[config.mk]
export PLATFORM = sky130hd
export DESIGN_NAME = fifo_reader
export DESIGN_NICKNAME = d
export VERILOG_FILES = /design/src/rtl/fifo_reader.sv
export SDC_FILE = /design/constraint.sdc
export NUM_CORES = 1
export LEC_CHECK = 0
export ABC_AREA = 0
export CAP_MARGIN = 5
export CORE_ASPECT_RATIO = 0.8
export CORE_MARGIN = 2
export CORE_UTILIZATION = 47
export DETAILED_ROUTE_END_ITERATION = 8
export GPL_TIMING_DRIVEN = 0
export HOLD_SLACK_MARGIN = 0.02
export PLACE_DENSITY = 0.8
export SYNTH_ARGS = -nofsm -noshare
export SYNTH_HDL_FRONTEND = slang
export SYNTH_SLANG_ARGS = --single-unit
[constraint.sdc]
create_clock -name clk -period 2.44 [get_ports clk]
set_clock_uncertainty 0.1 [all_clocks]
set_input_delay 0.61 -clock clk [delete_from_list [all_inputs] [get_ports clk]]
set_output_delay 0.61 -clock clk [all_outputs]
set_load 0.05 [all_outputs]
[src/rtl/fifo_reader.sv]
// fifo_reader: pops an upstream fifo_buffer and re-presents its words, in
// order, on a valid/ready stream. A 2-entry skid buffer (head, tail) absorbs
// the one-cycle read latency of the FIFO, so a held out_ready=1 sustains one
// word per cycle. out_count tracks delivered words and wraps naturally.
module fifo_reader #(
    parameter int DATA_WIDTH = 4,
    parameter int CNT_WIDTH  = 8
) (
    input  logic                  clk,
    input  logic                  reset,
    input  logic                  en,
    input  logic                  fifo_empty,
    input  logic [DATA_WIDTH-1:0] fifo_rd_data,
    output logic                  fifo_rd_en,
    output logic                  out_valid,
    input  logic                  out_ready,
    output logic [DATA_WIDTH-1:0] out_data,
    output logic [CNT_WIDTH-1:0]  out_count
);

    logic [1:0]            occ;
    logic                  inflight;
    logic [DATA_WIDTH-1:0] head;
    logic [DATA_WIDTH-1:0] tail;

    logic                  pop_out;
    logic [1:0]            occ_after;
    logic [1:0]            occ_next;
    logic [2:0]            pending;

    assign pop_out  = out_valid & out_ready;
    assign out_data = head;

    // Occupancy bookkeeping and pop decision: a new pop is only issued when the
    // word it fetches is guaranteed a free slot once it lands.
    always_comb begin
        occ_after  = occ - {1'b0, pop_out};
        occ_next   = occ_after + {1'b0, inflight};
        pending    = {1'b0, occ} + {2'b00, inflight} - {2'b00, pop_out};
        fifo_rd_en = reset & en & ~fifo_empty & (pending < 3'd2);
    end

    // Skid buffer: shift tail into head on delivery, land the in-flight word in
    // the first free slot, and count deliveries.
    always_ff @(posedge clk or negedge reset) begin
        if (!reset) begin
            occ       <= 2'd0;
            inflight  <= 1'b0;
            head      <= '0;
            tail      <= '0;
            out_valid <= 1'b0;
            out_count <= '0;
        end else begin
            inflight  <= fifo_rd_en;
            occ       <= occ_next;
            out_valid <= (occ_next != 2'd0);
            if (pop_out) begin
                head      <= tail;
                out_count <= out_count + {{(CNT_WIDTH-1){1'b0}}, 1'b1};
            end
            if (inflight) begin
                if (occ_after == 2'd0) begin
                    head <= fifo_rd_data;
                end else begin
                    tail <= fifo_rd_data;
                end
            end
        end
    end

    // A word landing into a full buffer with nothing leaving would be lost.
    a_no_overflow : assert property (@(posedge clk) disable iff (!reset)
        !(inflight && (occ == 2'd2) && !pop_out));

    // Occupancy is bounded by the two storage entries.
    a_occ_bound : assert property (@(posedge clk) disable iff (!reset)
        occ <= 2'd2);

    // Never pop an empty FIFO.
    a_no_empty_pop : assert property (@(posedge clk) disable iff (!reset)
        !(fifo_rd_en && fifo_empty));

endmodule

Yosys cells after proc, flatten, opt, wreduce, memory -nomap -nowiden
Index checks and enable logic that the tools add are counted.

Add/subtract/negate cells: 5. Multiply operators: 0. Divide/modulo/power cells: 0. Magnitude comparators: 1. Equality and inequality tests: 0. Shifts and indexed selects: 0. Multiplexer cells: 3. Bitwise logic cells: 6. Reductions and logical operators: 3.

Operators by type and width (count): $mux 4 (3); $add 8x1->8 const B (1); $and 1x1->1 (4); $add 2x1->3 (1); $lt 3x2->1 const B (1); $sub 3x1->3 (1); $add 2x1->2 (1); $logic_not 2->1 (1); $not 1->1 (2); $reduce_and 2->1 (1); $reduce_bool 2->1 (1); $sub 2x1->2 (1).

Register bits: 20. Latch bits: 0. Memory bits (writable): 0. Memory bits (read-only): 0. Bits of input ports: 9. Output and inout port bits: 14. Word-level logic and storage cells: 24. Memories kept: 0.

Depth between registers and ports, before layout
Gate-level depths: netlist (run 1).

Depth in word-level cells: 5. Gate-level depth with buffers: 6. Gate-level depth less buffers: 6.

Least setup slack after synthesis (run 1)
OpenSTA, ideal clock, no wires.

Kind: flip-flop to output port. Start point: register out_valid. End point: output fifo_rd_en. Data arrival time: 2452 ps. Required time: 1730 ps. Slack: -722 ps. Stages on the path, launching flop included: 7. Buffers on the path: 0. Cells stage by stage: dfrtp_1 nand2_2 nor2_1 o21ai_0 fa_1 nand4b_1 nor2_1.

Longest elaborated chain between the ends: 4.

RTL lines: from (decl) (RTL line 15) `output logic out_valid,`; from (signal assigned) (RTL line 56) `out_valid <= (occ_next != 2'd0);`; $and 1x1->1 (RTL line 31) `assign pop_out = out_valid & out_ready;`; $sub 3x1->3 (RTL line 39) `pending = {1'b0, occ} + {2'b00, inflight} - {2'b00, pop_out};`; $lt 3x2->1 (RTL line 40) `fifo_rd_en = reset & en & ~fifo_empty & (pending < 3'd2);`; $and 1x1->1 (RTL line 40); to (decl) (RTL line 14) `output logic fifo_rd_en,`.

Every way passes these cells.

Worst setup path after layout (run 1)
Ends and elaborated chain as after synthesis.

==> metrics.md, run 1 <==
| Metric | Value |
|---|---|
| Sum Neg Setup Slack | `-0.268 ns` |
| CTS tree | `yes` |
| Critical path class | `flop to output pin` |
| Asr flop ratio synth | `1.00` |
| Die Y | `44.2 µm` |
| Leading area contributor after synthesis | `dfrtp_1` |
| Sequential share of power | `0.353` |
| Place WS | `-1.42 ns` |
| Die width | `54.3 µm` |
| Switching Share | `0.442` |
| CP startpoint | `out_valid` |
| Worst flop-to-flop path startpoint | `out_valid` |
| Core area | `1890 µm²` |
| Largest fanout on the critical path | `3` |
| Worst path slowest cell | `dfrtp_4` |
| CTS max path bufs | `2` |
| Post-synth EDFFs | `0` |
| Fin cells | `123` |
| Post-synthesis simple-gate area fraction | `0.149` |
| Most common cell after layout, fill and taps aside | `dfrtp_1` |
| CTS buffer count | `3` |
| Worst Tran Pin Value | `0.507 ns` |
| Initial Util | `0.503` |
| Root Buffer | `clkbuf_4` |
| Yosys reg bits | `20` |
| PwrDens | `1330 nW/µm²` |
| Routed vias/inst | `5.07` |
| Power share of the clock group | `0.110` |
| Final core utilization | `0.683` |
| Antenna-violating nets left | `0` |
| Global-route wire length before repair | `2.95 mm` |
| Nets | `112` |
| Cells after Synth | `70` |
| Endpoints failing hold | `0` |
| Number of global-route vias before repair | `657` |
| CP peak stage delay | `0.52 ns` |
| Die ar. | `2400 µm²` |
| Largest family of logic cells by synthesized area | `simple AND/OR/NAND/NOR gates` |
| Reg2Reg Setup Slack | `0.31 ns` |
| CP cell instances | `nand2_8, and2_4, o21ai_2, fa_1, nand4b_1, nor2_4, buf_6` |
| XOR/XNOR share of the synthesized area | `0.0921` |
| Antenna diodes | `0` |
| Family with the most delay on the worst path | `flip-flops` |
| Static Leak | `0.544 nW` |
| GRT overflow | `0` |
| Min setup slack post-route | `-0.268 ns` |
| Initial antenna violation count | `0` |
| Overall routing resource usage | `0.178` |
| Hold Buf Count CTS | `0` |
| Sequential fraction of the synthesis area | `0.526` |
| Psw | `0.759 mW` |
| Rel. slew slack | `0.661` |
| Adder-cell share of the synthesized area | `0.0474` |
| Routed WL per cell | `13.1 µm` |
| Layout cells sized above 1 | `0.343` |
| Final Cycle Share | `1.11` |
| Synth-to-layout area growth | `35.9%` |
| VDD IR max | `826 µV` |
| Avg Cell Area, Syn | `13.6 µm²` |
| Worst path bufs/invs | `1` |
| Worst skew pair latency | `0.30 ns` |
| Placed Cells | `116` |
| Post-synth top area share | `0.526` |
| Comb power frac | `0.536` |
| Post-Syn Area | `951 µm²` |
| Slew Viols, Final | `0` |
| Largest net degree at the start of global routing | `22` |
| Mux contribution to synthesized area | `0.142` |
| I/O pin count | `23` |
| RR Endpoint | `out_valid` |
| Top_reg_cell synth | `dfrtp_1` |
| Crit path capture type | `output pin` |
| Post-synthesis net count | `82` |
| Post-layout min period | `2.71 ns` |
| P_int | `0.960 mW` |
| Failing checks | `negative setup slack` |
| DRT Pass-1 Iters | `1` |
| H-tree Lvls | `1` |
| Setup crit start kind | `flop` |
| Placer Congestion | `0.795` |
| FMAX | `0.369 GHz` |
| DR iter-0 viols | `0` |
| Ranking of synthesized cells by area | `dfrtp_1 (53%), mux2_2 (13%), xnor2_1 (8.3%)` |
| Worst min path class | `input port to asynchronous set/reset pin` |
| Critical path depth | `7` |
| Port Buffers | `22` |
| RSZ-0062 raised after global routing | `yes` |
| Yosys warns | `0` |
| Crit path capture | `fifo_rd_en` |
| FF-to-FF path depth | `7` |
| Post-detail-place hpwl | `1.22 mm` |
| Clock slew at reported path FFs | `0.11 ns` |
| Endpoints failing setup | `1` |
| Worst EP required | `1.73 ns` |
| Total of max-cap violations | `0` |
| Sink Count | `20` |
| Most frequent cells in the layout | `dfrtp_1 (19), clkdlybuf4s50_1 (18), mux2_2 (11)` |
| Crit path DAT | `2.00 ns` |
| Status | `finished with violations` |
| Synth cell types | `22` |
| Compound-Gate Fraction of Synth Area | `0.0395` |
| Vias post-DR | `623` |
| Routed WL | `1.61 mm` |
| Number of placement rows | `14` |
| DRC violations left | `0` |
| Final Total Pwr | `1.72 mW` |
| Fillers | `151` |
## kinds of logic after synthesis
family | after synthesis
simple gates | 21
flops | 20
mux | 12
xor+xnor | 10
compound gates | 3
fa+ha+maj | 3
buf+inv | 1
## stage by stage
| step | area, µm² | hold slack (ns) |
|---|---|---|
| after CTS | 1290 | 0.397 |
| after floorplan | 983 | 0.214 |
| final | 1290 | 0.154 |
| after global placement | 1230 | 0.361 |
| after global routing | 1290 | 0.187 |
| after detailed placement | 1230 | 0.381 |
## routing by layer
layer	up-vias	share of wire	GRT usage
met3	0	0.058	0.0811
met4	0	0	0.0300
met5	-	0	0
li1	304	-	-
met2	16	0.49	0.294
met1	303	0.45	0.216
## registers in the layout (all words and copies together) (netlist names)
| signal | cells |
|---|---|
| tail | 4 |
| inflight | 1 |
| out_count | 8 |
| out_valid | 1 |
| occ | 2 |
| out_data | 4 |
## how the worst min path moves through the flow
| stage | to | slack, ns | cells past startpoint |
|---|---|---|---|
| after CTS | out_count[5] | 0.40 | 1 |
| after global placement | out_count[7] | 0.36 | 1 |
| final | out_count[7] | 0.15 | 1 |
| after global routing | out_valid | 0.19 | 1 |
| after detailed placement | tail[3] | 0.38 | 1 |
| after floorplan | inflight | 0.21 | 0 |
## repair_timing
action / 4_1_cts / 5_1_grt
pin swaps: 3 / 2
gates resized for setup: 16 / 2
buffers inserted: 2 / 1
endpoints found under the setup margin: 1 / 2
## synthesized netlist by cell type, types with 2 or more instances
library cell / instances
dfrtp_1: 20
mux2_2: 11
xnor2_1: 9
nand2_1: 5
nand4_1: 4
and3_1: 2
ha_1: 2
nor2_1: 2
or2_2: 2
## power groups by stage
stage               logic (mW)  clock network (mW)  registers, mW
finish                   0.922               0.189          0.608
global route              1.01               0.211          0.633
CTS                      0.932               0.195          0.611
detailed placement       0.900                   0          0.621
global placement         0.884                   0          0.614
floorplan                0.362                   0          0.892
## layout make-up
cell class                      instances  area, µm²  share of cell area
Multi-Input combinational cell         49        482               0.373
Tap cell                               24       30.0              0.0232
Buffer                                  1       3.75             0.00290
Timing Repair Buffer                   25        236               0.183
Sequential cell                        20        504               0.390
Clock buffer                            4       36.3              0.0281
No activity file was read; power rests on OpenSTA's default activity.
==> run 2: changes to the inputs <==
- CTS_BUF_LIST: default -> sky130_fd_sc_hd__clkbuf_16
==> run 2 against run 1 <==
Net effect:
- the run still ends with negative setup slack left
- via count unchanged
- die area unchanged
- first-iteration DRC count unchanged
- sequential power increased by 0.8%
- core utilization increased by 2.6 points
- highest routed layer unchanged
- critical endpoint unchanged
- final cell count unchanged
- count of clock-buffer cells in the layout decreased by 1
- clock power increased by 75%
- non-clock buffer count unchanged
- maximum frequency increased by 2.5%
==> metrics.md, run 2 (synthesis results as in run 1) <==
| Metric | Value |
|---|---|
| CTS tree | `yes (unchanged)` |
| CP peak stage delay | `0.47 ns (was 0.52 ns)` |
| CTS max path bufs | `2 (unchanged)` |
| Endpoints failing setup | `1 (unchanged)` |
| Endpoints failing hold | `0 (unchanged)` |
| Min setup slack post-route | `-0.201 ns (was -0.268 ns)` |
| Initial Util | `0.503 (unchanged)` |
| Global-route wire length before repair | `3.01 mm (was 2.95 mm)` |
| Worst skew pair latency | `0.25 ns (was 0.30 ns)` |
| Post-detail-place hpwl | `1.22 mm (unchanged)` |
| Worst min path class | `input port to asynchronous set/reset pin (unchanged)` |
| Worst Tran Pin Value | `0.520 ns (was 0.507 ns)` |
| Multi-input gate area | `482 µm² (unchanged)` |
| Root Buffer | `clkbuf_16 (was clkbuf_4)` |
| Worst flop-to-flop path startpoint | `out_valid (unchanged)` |
| DR iter-0 viols | `0 (unchanged)` |
| Hold Buf Count CTS | `0 (unchanged)` |
| Crit path capture type | `output pin (unchanged)` |
| Worst path slowest cell | `fa_1 (was dfrtp_4)` |
| Number of placement rows | `14 (unchanged)` |
| FF+latch area | `504 µm² (unchanged)` |
| Static Leak | `0.558 nW (was 0.544 nW)` |
| GR peak layer | `met2 (unchanged)` |
| Family with the most delay on the worst path | `simple AND/OR/NAND/NOR gates (was flip-flops)` |
| RR Endpoint | `out_valid (unchanged)` |
| FF-to-FF path depth | `7 (unchanged)` |
| DRT Pass-1 Iters | `1 (unchanged)` |
| Most frequent cells in the layout | `dfrtp_1 (19), clkdlybuf4s50_1 (19), mux2_2 (11) (was dfrtp_1 (19), clkdlybuf4s50_1 (18), mux2_2 (11))` |
| GRT overflow | `0 (unchanged)` |
| I/O pin count | `23 (unchanged)` |
| Met1 GRT Util | `0.216 (about the same)` |
| Final Total Pwr | `1.87 mW (was 1.72 mW)` |
| PwrDens | `1390 nW/µm² (was 1330 nW/µm²)` |
| Failing checks | `negative setup slack (unchanged)` |
| Global routing usage on met2 | `0.311 (was 0.294)` |
| CP cell instances | `buf_4, nand2_8, and2_4, o21ai_2, fa_1, nand4b_1, nor2_4, buf_6 (was nand2_8, and2_4, o21ai_2, fa_1, nand4b_1, nor2_4, buf_6)` |
| Critical path class | `input port to output pin (was flop to output pin)` |
| Post-Layout Inst Area | `1340 µm² (was 1290 µm²)` |
| Antenna diodes | `0 (unchanged)` |
| Routed vias/inst | `5.07 (unchanged)` |
| Largest fanout on the critical path | `4 (was 3)` |
| Place WS | `-1.42 ns (unchanged)` |
| Rel. slew slack | `0.654 (was 0.661)` |
| Final Cycle Share | `1.08 (was 1.11)` |
| Crit path DAT | `1.93 ns (was 2.00 ns)` |
| Setup crit start kind | `input port (was flop)` |
| Overall routing resource usage | `0.183 (was 0.178)` |
| Placer Congestion | `0.795 (unchanged)` |
| Core area | `1890 µm² (unchanged)` |
| Layout cells sized above 1 | `0.333 (was 0.343)` |
| Sum Neg Setup Slack | `-0.201 ns (was -0.268 ns)` |
| DRC violations left | `0 (unchanged)` |
| Placed Cells | `116 (unchanged)` |
| Vias post-DR | `623 (unchanged)` |
| Final core utilization | `0.709 (was 0.683)` |
| Routed WL | `1.69 mm (was 1.61 mm)` |
| Largest Register | `out_count (unchanged)` |
| Largest net degree at the start of global routing | `22 (unchanged)` |
| Initial antenna violation count | `0 (unchanged)` |
| H-tree Lvls | `1 (unchanged)` |
| Reg2Reg Setup Slack | `0.32 ns (was 0.31 ns)` |
| Nets | `112 (unchanged)` |
| Post-layout min period | `2.64 ns (was 2.71 ns)` |
| Worst EP required | `1.73 ns (about the same)` |
| Die ar. | `2400 µm² (unchanged)` |
| Minimum hold slack | `0.324 ns (was 0.154 ns)` |
| Post-DP Area | `1230 µm² (unchanged)` |
| Max reg flops | `8 (unchanged)` |
| Fin cells | `123 (unchanged)` |
| Die width | `54.3 µm (unchanged)` |
| Synth-to-layout area growth | `41.1% (was 35.9%)` |
| CTS buffer count | `3 (unchanged)` |
| Total of max-cap violations | `0 (unchanged)` |
| FMAX | `0.379 GHz (was 0.369 GHz)` |
| Routed WL per cell | `13.7 µm (was 13.1 µm)` |
| Die Y | `44.2 µm (unchanged)` |
| RSZ-0062 raised after global routing | `yes (unchanged)` |
| Worst path bufs/invs | `2 (was 1)` |
| VDD IR max | `1040 µV (was 826 µV)` |
| Port Buffers | `22 (unchanged)` |
| Antenna-violating nets left | `0 (unchanged)` |
| Clock slew at reported path FFs | `0.05 ns (was 0.11 ns)` |
| Status | `finished with violations (unchanged)` |
| GRT met3 Usage | `0.0811 (unchanged)` |
| Sink Count | `20 (unchanged)` |
| Fillers | `146 (was 151)` |
| Slew Viols, Final | `0 (unchanged)` |
| Number of global-route vias before repair | `669 (was 657)` |
run 2: layout make-up:
class                      instances  share of cell area
clock buffer                       3              0.0560
clock inverter                     1             0.00280
multi-input combinational         49               0.359
tap                               24              0.0224
timing repair buffer              25               0.181
buffer                             1             0.00280
sequential                        20               0.376
run 2: what timing repair did:
action | in CTS | in global routing
buffers inserted | 2 | 1
gates resized for setup | 17 | 2
pin swaps | 3 | 2
setup endpoints to repair | 2 | 1
run 2: report_power, final:
part           total (mW)  leakage [nW]  internal (mW)  switching (mW)
registers           0.613         0.250          0.475           0.139
logic               0.926         0.269          0.399           0.528
clock network       0.330        0.0385          0.218           0.112
total                1.87         0.558           1.09           0.778
run 2: worst max path at each step:
stage	start	depth (start not counted)	to	slack [ns]
finish	out_ready	8	fifo_rd_en	-0.20
global route	out_valid	7	fifo_rd_en	-0.29
CTS	out_valid	7	fifo_rd_en	-0.25
detailed placement	out_ready	8	fifo_rd_en	-1.42
global placement	out_ready	8	fifo_rd_en	-1.40
floorplan	out_valid	6	fifo_rd_en	-0.06
run 2: per-layer routing:
layer,share of wire,vias to the layer above
met1,0.42,305
met3,0.054,0
met5,0,-
li1,-,302
met2,0.53,16
met4,0,0
==> variant 1 (config.mk and constraints of run 1) <==
Change the parameter `CNT_WIDTH` from 8 to 6.
--- a/src/rtl/fifo_reader.sv
+++ b/src/rtl/fifo_reader.sv
@@ -6,3 +6,3 @@
     parameter int DATA_WIDTH = 4,
-    parameter int CNT_WIDTH  = 8
+    parameter int CNT_WIDTH  = 6
 ) (
Ports: changed (resized out_count); port bits go from 23 to 21. The function was not compared with the original's and may differ.
==> variant 1 against run 1 <==
The flow still finishes with violations (setup timing); register-to-register slack improved by 20 ps; total power down 3.5%; sequential cell count shrank 2; worst hold slack improved by 220 ps; area after synthesis fell by 9.3%; worst setup slack gained 1.0 ps; critical endpoint unchanged; critical path type unchanged; sequential power decreased by 5.6%; die area fell by 8.6%; final area down 8.6%; combinational power shrank 2%; sequential share of layout area is 0.56 points lower; synthesized cell count fell by 14%; routed wire length is 12% lower.
==> variant 1: results <==
[synthesis]
synth_compound_area_share_pct = 4.35
syn_nets = 72
ys_seq_area_share_pct = 52.2
muxShareOfSynthArea_pct = 17.0
synth_area_leaders = dfrtp_1 (52%), mux2_2 (16%), xnor2_1 (7.1%), ha_1 (2.9%), nor4b_4 (2.8%)
synthArstFlopShare_pct = 100
synth_top_area_share_pct = 52.2
synth.distinct_cells = 20
synth_commonest_cells = dfrtp_1 (18), mux2_2 (12), xnor2_1 (7)
yosysWarningCount = 0
synth_fa_ha_area_share_pct = 5.22
synth_flop_cell = dfrtp_1
synth_xor_area_share_pct = 8.13

[cts]
htree_levels = 1
cts-root-buf = clkbuf_4
path_clk_slew_ps = 100
clkLatencyLatePin_ps = 290
cts_buffers = 3
cts_buffer_depth = 2

[sta]
setup-violations-final = 1
finalWorstSetupSlack_ps = -267
maxSlewHeadroom_pct = 46.3
hold_viol_final = 0

[setup_path]
cp_max_fo = 3
crit_arrival_ps = 2000

[grt]
grt_util_all_layers_pct = 15.8
antenna_found_initial = 0
grt_pass1_wl_um = 2540
grt_max_degree = 20
grt_pass1_vias = 573

[final_layout]
drive_gt1_share_pct = 37.2
diodes = 0
fillers = 135
stdcell_area_mm2 = 0.00118
nNetsFinal = 99
largest-register = out_count
largest_reg_flops = 6

[placed_design]
gp_congestion = 0.744
portBuffers = 20
dp_hpwl_um = 1090
dpl_cell_area_mm2 = 0.00112

[route]
post_drt_wl_per_cell_um = 13.1
first_pass_iters = 2
routed-via-count = 553
drt_iter0_drc = 3

[power_and_ir_drop]
peakVddDrop_v = 0.000842
leakage_nw = 0.487
internal_power_mw = 0.927

[min_path]
hold_path_class = reg2reg

[run_status]
status = finished, violations left
failed_checks = setup timing
-- variant 1: changes by cell type in the layout (fill, tap and decap cells not counted), moves of 2 or more --
cell	run 1	this run
nand2_1	5	1
clkdlybuf4s50_1	18	16
dfrtp_1	19	17
xnor2_1	9	7
-- variant 1: kinds of logic after synthesis --
kind of cell / after synthesis
and+or+nand+nor: 15
DFF: 18
adders and majority gates: 3
muxes: 13
AOI/OAI and AO/OA: 3
xor gates and xnor gates: 8
-- variant 1: timing repair --
action | 4_1_cts | 5_1_grt
setup endpoints to repair | 1 | 2
hold buffers | 0 | 0
gates resized for setup | 16 | 1
hold endpoints to repair | 0 | 0
setup buffers | 2 | 0
pin swaps | 3 | 2
-- variant 1: worst max-delay path, cell delays in order (launching register included) --
cell      delay, ps
dfrtp_4         520
nand2_8          80
and2_4          130
o21ai_2          50
fa_1            480
nand4b_1        140
nor2_4          160
buf_8           150
-- variant 1: stage by stage --
stage	setup TNS [ps]	std cells	worst slack, ps	total power, mW
after floorplan	-53.3	60	-53.3	1.21
after global placement	-1730	102	-1390	1.45
after detailed placement	-1790	102	-1420	1.47
after CTS	-328	108	-328	1.68
after global routing	-363	108	-363	1.77
final	-267	108	-267	1.66
-- variant 1: power by group through the flow --
stage                     clock (mW)  sequential [mW]  combinational, mW
final                          0.180            0.574              0.905
after global routing           0.203            0.596              0.973
after CTS                      0.187            0.578              0.920
after detailed placement           0            0.587              0.887
after global placement             0            0.580              0.871
after floorplan                    0            0.856              0.356
-- variant 1: path summary, 6_finish.rpt --
path | start | end | slack, ps | cells after the start
max | out_valid$_DFF_PN0_ | fifo_rd_en | -270 | 7
min | out_count[5]$_DFFE_PN0P_ | out_count[5]$_DFFE_PN0P_ | 370 | 1
max reg2reg | out_valid$_DFF_PN0_ | out_valid$_DFF_PN0_ | 330 | 7
min reg2reg | out_count[5]$_DFFE_PN0P_ | out_count[5]$_DFFE_PN0P_ | 370 | 1
max in group asynchronous | reset | out_valid$_DFF_PN0_ | 1240 | 1
min in group asynchronous | reset | inflight$_DFF_PN0_ | 410 | 1
-- variant 1: cell type report --
class	count	area share (%)
flip-flops and latches	18	38.5
repair buffers	22	18.3
multi-input cells	42	37.8
well taps	22	2.33
clock buffers	4	3.07
-- variant 1: layer usage --
| metal | wire length [µm] | track usage, % |
|---|---|---|
| met2 | 690 | 25.6 |
| met3 | 85 | 7.50 |
| met5 | 0 | 0 |
| met4 | 0 | 1.58 |
| met1 | 635 | 19.8 |
==> variant 2 (settings of run 1) <==
Made on the original files. Register the output `out_count` once more; this adds one clock of latency there. The other outputs are not delayed to match. Comments in the files are not updated.
--- a/src/rtl/fifo_reader.sv
+++ b/src/rtl/fifo_reader.sv
@@ -19,2 +19,4 @@
 );
+
+    logic [CNT_WIDTH-1:0] out_count_s0;
 
@@ -51,3 +53,3 @@
             out_valid <= 1'b0;
-            out_count <= '0;
+            out_count_s0 <= '0;
         end else begin
@@ -58,3 +60,3 @@
                 head      <= tail;
-                out_count <= out_count + {{(CNT_WIDTH-1){1'b0}}, 1'b1};
+                out_count_s0 <= out_count_s0 + {{(CNT_WIDTH-1){1'b0}}, 1'b1};
             end
@@ -82,2 +84,6 @@
 
+    always_ff @(posedge clk) begin
+        out_count <= out_count_s0;
+    end
+
 endmodule
Check against the original RTL: not equivalent (Yosys sat finds a counterexample within 4 cycles, from zero or initial values and one cycle with reset low).
==> variant 2 against run 1 <==
The run still ends with setup timing left; combinational power is essentially flat; first-iteration DRC count is 4 higher; worst hold slack improved by 160 ps; routed wire length rose by 8.4%; final area rose by 13%; critical path depth increased by 1; area after synthesis grew 17%; worst setup slack worse by 110 ps; sequential share of layout area increased by 6.3 points; non-clock buffer count unchanged; total power is 13% higher; largest power group unchanged; sequential cell count up 8.
==> variant 2: results <==
[final_layout]
diodes = 0
fillers = 175
drive_gt1_share_pct = 30.8
area_delta_synth_final_pct = 31.9
stdcell_count = 132
nNetsFinal = 120

[placed_design]
gp_congestion = 0.660
place_ws_ps = -1460
dp_hpwl_um = 1320
portBuffers = 22
dpl_cell_area_mm2 = 0.00140
dp.cells = 125

[synthesis]
yosysWarningCount = 0
synthArstFlopShare_pct = 71.4
synth_area_leaders = dfrtp_1 (45%), dfxtp_1 (14%), mux2_2 (11%), xnor2_1 (7.1%), ha_1 (2.3%)
synthesis.instances = 78
synth_xor_area_share_pct = 7.88
synth.distinct_cells = 23
synth_flop_cell = dfrtp_1
synth_compound_area_share_pct = 3.38
synth_commonest_cells = dfrtp_1 (20), mux2_2 (11), xnor2_1 (9)
syn_nets = 90
synth_fa_ha_area_share_pct = 4.05
synth_top_family_by_area = simple AND/OR/NAND/NOR gates
muxShareOfSynthArea_pct = 12.2
ys_seq_area_share_pct = 59.5

[grt]
grt_util_all_layers_pct = 15.3
grt_pass1_wl_um = 2990
grt_pass1_vias = 679
antenna_found_initial = 0

[route]
wirelength_um = 1750
via_per_inst = 5.20
first_pass_iters = 2
drt_iter0_drc = 4

[setup_path]
crit_arrival_ps = 2110
startpoint = out_ready
cp_max_fo = 4
crit_slowest_cell = fa_1
reg2reg_depth = 6
cp_top_family = simple AND/OR/NAND/NOR gates
r2r-start = out_valid$_DFF_PN0_
slowest_delay_ps = 490
rrSetupSlack_ps = 450

[cts]
clkLatencyLatePin_ps = 320
postCtsSetupBuffers = 1
path_clk_slew_ps = 140
cts_resized = 14

[sta]
tns_ps = -377
finalHoldWorstSlack_ps = 312
finalWorstSetupSlack_ps = -377
tightest_slew_ps = 913
setup-violations-final = 1

[power_and_ir_drop]
peakVddDrop_v = 0.000885
leakage_nw = 0.607

[run_status]
status = finished, violations left
failed_checks = setup timing

[min_path]
hold_path_class = reg2reg
[variant 2: cell count changes in the layout (fill, tap and decap cells not counted)]
cell | before | now
clkdlybuf4s15_2 | 0 | 1
buf_8 | 0 | 1
clkbuf_2 | 1 | 0
buf_6 | 1 | 0
buf_2 | 1 | 0
dfxtp_1 | 0 | 8
dlymetal6s2s_1 | 1 | 0
clkdlybuf4s50_1 | 18 | 19
dlygate4sd2_1 | 0 | 1
[variant 2: cell type report]
class / count / share of cell area (%)
buffer: 1 / 0.256
clock buffer: 4 / 2.48
multi-input combinational: 49 / 32.9
sequential: 28 / 45.3
tap: 25 / 2.13
timing repair buffer: 25 / 16.9
[variant 2: power breakdown]
part,switching (mW),internal [mW]
combinational,0.521,0.402
sequential,0.150,0.649
clock,0.125,0.0914
total,0.796,1.14
[variant 2: layer usage]
metal / track usage (%) / up-vias / wire length, µm
met4: 4.19 / 0 / 15
met3: 5.95 / 2 / 112
met2: 27.6 / 19 / 892
met1: 17.5 / 336 / 726
met5: 0 / - / 0
li1: - / 329 / -
